`config.mk`:
```
export PLATFORM = sky130hd
export DESIGN_NAME = axi_adapter_arbiter
export DESIGN_NICKNAME = d
export VERILOG_FILES = /design/src/rtl/axi_adapter_arbiter.sv
export SDC_FILE = /design/constraint.sdc
export NUM_CORES = 1
export LEC_CHECK = 0
export CAP_MARGIN = 5
export CORE_AREA = 2 2 771 773
export CTS_CLUSTER_DIAMETER = 60
export CTS_CLUSTER_SIZE = 16
export DETAILED_ROUTE_END_ITERATION = 8
export DIE_AREA = 0 0 773 775
export PLACE_DENSITY = 0.3
export SLEW_MARGIN = 0
export SYNTH_ARGS = -nofsm -noshare
export SYNTH_HDL_FRONTEND = slang
export SYNTH_SLANG_ARGS = --single-unit
```
`constraint.sdc`:
```
create_clock -name clk_i -period 16.83 [get_ports clk_i]
set_clock_uncertainty 0.1 [all_clocks]
set_input_delay 3.366 -clock clk_i [delete_from_list [all_inputs] [get_ports clk_i]]
set_output_delay 3.366 -clock clk_i [all_outputs]
set_load 0.01 [all_outputs]
```
`src/rtl/axi_adapter_arbiter.sv`:
```
// axi_adapter_arbiter: shares one AXI adapter request port among NR_PORTS cache-side requesters.
// Latency: zero added cycles (request muxed combinationally in IDLE); grant/valid steered in the cycle they arrive.
// Backpressure: one transaction in flight; losers hold req_i. Macro AXI_ADAPTER_ARB_FIXED_PRIO_EN selects fixed priority.
package axi_adapter_arbiter_pkg;
    typedef enum logic { SINGLE_REQ = 1'b0, CACHE_LINE_REQ = 1'b1 } req_t;
endpackage

module axi_adapter_arbiter
    import axi_adapter_arbiter_pkg::*;
#(
    parameter int NR_PORTS     = 3,
    parameter int DATA_WIDTH   = 256,
    parameter int AXI_ID_WIDTH = 10
) (
    input  logic                                      clk_i,
    input  logic                                      rst_i,
    input  logic [NR_PORTS-1:0]                       req_i,
    input  req_t [NR_PORTS-1:0]                       type_i,
    input  logic [NR_PORTS-1:0][63:0]                 addr_i,
    input  logic [NR_PORTS-1:0]                       we_i,
    input  logic [NR_PORTS-1:0][DATA_WIDTH-1:0]       wdata_i,
    input  logic [NR_PORTS-1:0][DATA_WIDTH/8-1:0]     be_i,
    input  logic [NR_PORTS-1:0][1:0]                  size_i,
    output logic [NR_PORTS-1:0]                       gnt_o,
    output logic [NR_PORTS-1:0]                       valid_o,
    output logic [DATA_WIDTH-1:0]                     rdata_o,
    output logic                                      adp_req_o,
    output req_t                                      adp_type_o,
    output logic [63:0]                               adp_addr_o,
    output logic                                      adp_we_o,
    output logic [DATA_WIDTH-1:0]                     adp_wdata_o,
    output logic [DATA_WIDTH/8-1:0]                   adp_be_o,
    output logic [1:0]                                adp_size_o,
    output logic [AXI_ID_WIDTH-1:0]                   adp_id_o,
    input  logic                                      adp_gnt_i,
    input  logic                                      adp_valid_i,
    input  logic [DATA_WIDTH-1:0]                     adp_rdata_i,
    input  logic [AXI_ID_WIDTH-1:0]                   adp_id_i,
    output logic                                      id_err_o
);
    localparam int IDX_W = $clog2(NR_PORTS);

    typedef enum logic [1:0] { IDLE, LOCKED, WAIT_RESP } state_t;

    state_t                  state_q, state_d;
    logic [IDX_W-1:0]        owner_q, owner_d;
    logic [IDX_W-1:0]        win;
    logic [IDX_W-1:0]        sel;
    logic [DATA_WIDTH-1:0]   rdata_q;
    logic                    id_err_q;
    logic                    resp_fire;
    logic                    unused_id_hi;

    // Only the low index bits of the response id carry the owner stamp.
    assign unused_id_hi = ^adp_id_i[AXI_ID_WIDTH-1:IDX_W];

    assign resp_fire = (state_q == WAIT_RESP) && adp_valid_i && !rst_i;

`ifdef AXI_ADAPTER_ARB_FIXED_PRIO_EN
    // Fixed priority: lowest requesting index wins.
    always_comb begin
        win = '0;
        for (int k = NR_PORTS - 1; k >= 0; k--) begin
            if (req_i[IDX_W'(k)]) win = IDX_W'(k);
        end
    end
`else
    logic [IDX_W-1:0] rr_q;
    logic [IDX_W:0]   sum;
    logic [IDX_W-1:0] cand;
    logic             found;

    // Round-robin: scan from the pointer upward, wrapping at NR_PORTS.
    always_comb begin
        win   = '0;
        found = 1'b0;
        sum   = '0;
        cand  = '0;
        for (int k = 0; k < NR_PORTS; k++) begin
            sum = {1'b0, rr_q} + (IDX_W+1)'(k);
            if (sum >= (IDX_W+1)'(NR_PORTS)) sum = sum - (IDX_W+1)'(NR_PORTS);
            cand = sum[IDX_W-1:0];
            if (!found && req_i[cand]) begin
                found = 1'b1;
                win   = cand;
            end
        end
    end

    // Pointer moves just past the owner when its transaction completes.
    always_ff @(posedge clk_i or posedge rst_i) begin
        if (rst_i)          rr_q <= '0;
        else if (resp_fire) rr_q <= (owner_q == IDX_W'(NR_PORTS - 1)) ? '0 : owner_q + 1'b1;
    end
`endif

    // Before the lock is taken the fresh winner drives the adapter; afterwards the owner does.
    assign sel = (state_q == IDLE) ? win : owner_q;

    // Next-state and handshake steering; reset forces every handshake output low at once.
    always_comb begin
        state_d   = state_q;
        owner_d   = owner_q;
        adp_req_o = 1'b0;
        gnt_o     = '0;
        valid_o   = '0;
        unique case (state_q)
            IDLE: begin
                if (|req_i) begin
                    adp_req_o = 1'b1;
                    owner_d   = win;
                    if (adp_gnt_i) begin
                        gnt_o[win] = 1'b1;
                        state_d    = WAIT_RESP;
                    end else begin
                        state_d = LOCKED;
                    end
                end
            end
            LOCKED: begin
                // Owner withdrawing before grant abandons the slot without touching the pointer.
                if (!req_i[owner_q]) begin
                    state_d = IDLE;
                end else begin
                    adp_req_o = 1'b1;
                    if (adp_gnt_i) begin
                        gnt_o[owner_q] = 1'b1;
                        state_d        = WAIT_RESP;
                    end
                end
            end
            WAIT_RESP: begin
                if (adp_valid_i) begin
                    valid_o[owner_q] = 1'b1;
                    state_d          = IDLE;
                end
            end
            default: state_d = IDLE;
        endcase
        if (rst_i) begin
            adp_req_o = 1'b0;
            gnt_o     = '0;
            valid_o   = '0;
        end
    end

    // Request-field mux toward the adapter, zeroed while in reset.
    always_comb begin
        adp_type_o  = SINGLE_REQ;
        adp_addr_o  = '0;
        adp_we_o    = 1'b0;
        adp_wdata_o = '0;
        adp_be_o    = '0;
        adp_size_o  = '0;
        adp_id_o    = '0;
        if (!rst_i) begin
            adp_type_o            = type_i[sel];
            adp_addr_o            = addr_i[sel];
            adp_we_o              = we_i[sel];
            adp_wdata_o           = wdata_i[sel];
            adp_be_o              = be_i[sel];
            adp_size_o            = size_i[sel];
            adp_id_o[IDX_W-1:0]   = sel;
        end
    end

    // State, owner, held read data and the sticky id-mismatch flag.
    always_ff @(posedge clk_i or posedge rst_i) begin
        if (rst_i) begin
            state_q  <= IDLE;
            owner_q  <= '0;
            rdata_q  <= '0;
            id_err_q <= 1'b0;
        end else begin
            state_q <= state_d;
            owner_q <= owner_d;
            if (resp_fire) begin
                rdata_q <= adp_rdata_i;
                if (adp_id_i[IDX_W-1:0] != owner_q) id_err_q <= 1'b1;
            end
        end
    end

    assign rdata_o  = resp_fire ? adp_rdata_i : rdata_q;
    assign id_err_o = id_err_q;

endmodule
```
==> metrics.yaml <==
detailed_routing:
  dr.first_iter.drc_count: 2025
  drc_errors: 0
  drt-pass1-iter-count: 5
  wl_mm: 432.1
  antenna_left: 0
  vias_per_cell: 2.734
  vias: 34489
  route.detailed.wl_per_inst_um: 34.25
critical_path:
  cp-start-kind: "primary input"
  end_kind: "primary output"
  rr_worst_depth: 7
  timing.reg2reg.setup_slack_ns: 13.31
  timing.rr.end: "rdata_q[210]"
  crit_path_max_fanout: 61
  critPathArrivalTime_ns: 8.30
  worstPathRequired_ns: 13.36
  reg2reg_from: "state_q[1]"
  worstSetupPathType: "in2out"
  critPathLaunch: "req_i[1]"
worst_hold_path:
  worstHoldStart: "rdata_q[174]"
  hold_path.class: "reg2reg"
  holdPathEnd: "rdata_q[174]"
  min_path_cells: 2
yosys:
  syn_inst: 2877
  netlist_top_cells_area: "dfrtp_1 28%, mux2_2 17%, a221oi_1 13%"
  yosysTopAreaCellShare: 0.2758
  netlist-cell-type-count: 39
  synth_seq_area_share: 0.2758
  syn-mean-instance-area_um2: 8.295
  async_reset_ff_frac: 1.000
  synth_edf_count: 0
  ys_warn_count: 0
  yosysTopAreaCell: "dfrtp_1"
  synth.ff_latch_count: 263
  syn-cell-area_um2: 23860
  synth_ff_type: "dfrtp_1"
layout:
  syn_to_final_growth_pct: 128.5
  fin_util: 0.09216
  drive_above_1_share: 0.1159
  finalNetCount: 5963
global_routing:
  grtUsageTotal: 0.1381
  grt_pass1_wl_mm: 512.3
  antenna_found_initial: 524
  grt_max_degree: 157
  grt_overflow: 0
  grt_pass1_vias: 33853
timing:
  fin_crit_sh: 0.6993
  final.setup.tns_ns: 0
  clock.fmax_ghz: 0.08497
  finalWorstSetupSlack_ns: 5.061
  hold_violations: 0
  grt_setup_unrepaired: "false"
  period_needed_ns: 11.77
  slew_violations: 0
  finalSetupViolCount: 0
  worst_slew_pin_slew_ns: 1.338
  relSlewSlack: 0.1079
clock_tree:
  clk_pin_slew_ns: 0.06
  cts_resized: 0
  clock-root-buffer: "clkbuf_16"
  clock-sinks: 263
  post_cts_buffers: 0
  cts_hold_buf: 0
  cts_tree: "yes"
  h-tree-depth: 2
  cts_max_path_buffers: 3
  cts_buffers: 39
  insertion_delay_ns: 0.65
power:
  powerDensity_nw_per_um2: 150.1
  p_leak_nw: 18.59
  ir_worst_vdd_uv: 99.99
  power_mw: 8.185
placed_design:
  portBuffers: 1954
  dpl_worst_slack_ns: 4.961
  dp_hpwl_mm: 383.6
  gp_routability_congestion: 0.9413
floorplanning:
  io_pins: 1971
  die_area_um2: 599100
  fp.dieH_um: 775
  core_um2: 591700
  start_util: 0.04033
  die_x_um: 773
  row_count: 283
job:
  maxCapViolCount: 0
outcome:
  status: "complete, no violations"
==> power breakdown <==
group          leakage, nW  internal [mW]  total, mW  switching (mW)
clock network        0.679          0.505      0.940           0.435
logic                 14.6           2.42       6.23            3.82
registers             3.28          0.916       1.01          0.0981
==> worst max path at each step <==
stage / to / slack, ns
detailed placement: adp_type_o / 4.96
global placement: adp_type_o / 4.90
finish: adp_wdata_o[88] / 5.06
CTS: adp_type_o / 4.96
global route: adp_wdata_o[118] / 4.88
floorplan: adp_addr_o[0] / 2.84
==> per-stage QoR <==
step / area, um2 / hold slack, ns / cells
floorplan: 23890 / 0.3932 / 2884
global placement: 52820 / 0.3544 / 12414
detailed placement: 52820 / 0.3581 / 12414
CTS: 54210 / 0.3753 / 12486
global route: 54370 / 0.3885 / 12550
finish: 54530 / 0.3701 / 12616
==> worst max-delay path: stages <==
cell	delay, ns
clkdlybuf4s50_1	0.57
inv_1	0.10
a2111oi_2	0.55
o32ai_4	0.29
nor2_4	0.64
buf_12	0.40
buf_4	0.72
a221oi_1	0.30
o2bb2ai_1	0.52
clkdlybuf4s50_1	0.68
==> Yosys cell counts, types with 4 or more instances <==
master,count
o2bb2ai_1,356
clkbuf_1,264
dfrtp_1,263
mux2_2,356
nand2_1,775
buf_4,8
ha_1,4
a21o_1,5
inv_1,6
mux2i_1,4
buf_2,73
nand2b_1,4
a221oi_1,356
nor3_1,8
and3_1,356
nor2_1,9
==> logic make-up after synthesis <==
logic type | Yosys count | synth area share
AO/OA/AOI/OAI | 731 | 0.2682
other | 1 | 0.0001571
XOR/XNOR | 2 | 0.0007342
buffers and inverters | 352 | 0.06045
flip-flops | 263 | 0.2758
multiplexers | 360 | 0.1697
AND/OR/NAND/NOR | 1164 | 0.2229
adder cells (fa/ha/maj) | 4 | 0.002097
==> flip-flops by register name, summed over array words and instances (netlist names) <==
| name | flops |
|---|---|
| rdata_q | 256 |
| id_err_o | 1 |
| owner_q | 2 |
| state_q | 2 |
| rr_q | 2 |
==> cell type report <==
class	count	area (um2)
Antenna cell	130	325.3
Clock buffer	41	1015
Clock inverter	31	376.6
Fill cell	68798	537200
Inverter	6	30.03
Multi-Input combinational cell	2269	16040
Sequential cell	263	6585
Tap cell	7837	9806
Timing Repair Buffer	2039	20360
==> cell usage in the layout, fill, tap and decap left out, types with 3 or more instances in the layout <==
cell / Yosys / layout
clkinv_2: 0 / 5
ha_1: 4 / 4
inv_8: 0 / 5
mux2_2: 356 / 356
buf_12: 0 / 13
conb_1: 1 / 8
nor3_1: 8 / 8
nor2_1: 9 / 8
a21oi_1: 3 / 3
dfrtp_1: 263 / 262
nor2b_1: 3 / 3
nand2b_1: 4 / 4
clkbuf_16: 0 / 40
diode_2: 0 / 130
buf_4: 8 / 72
clkinv_8: 0 / 7
and3_1: 356 / 356
a221oi_1: 356 / 340
a221oi_4: 0 / 3
bufinv_16: 0 / 3
inv_6: 0 / 5
o2bb2ai_1: 356 / 356
mux2i_1: 4 / 4
a21o_1: 5 / 5
clkinv_4: 0 / 5
clkdlybuf4s50_1: 0 / 1954
a221oi_2: 0 / 13
inv_1: 6 / 5
nand2_1: 775 / 774
==> metal layers <==
| metal | global-route usage | vias to the layer above | wire length (um) | share of wire |
|---|---|---|---|---|
| li1 | - | 14660 | - | - |
| met1 | 0.1277 | 16459 | 138100 | 0.32 |
| met2 | 0.2401 | 2085 | 209100 | 0.48 |
| met3 | 0.1031 | 909 | 69360 | 0.16 |
| met4 | 0.03492 | 376 | 13010 | 0.030 |
| met5 | 0 | - | 2492 | 0.0058 |
Power figures use the tool's default switching activity.
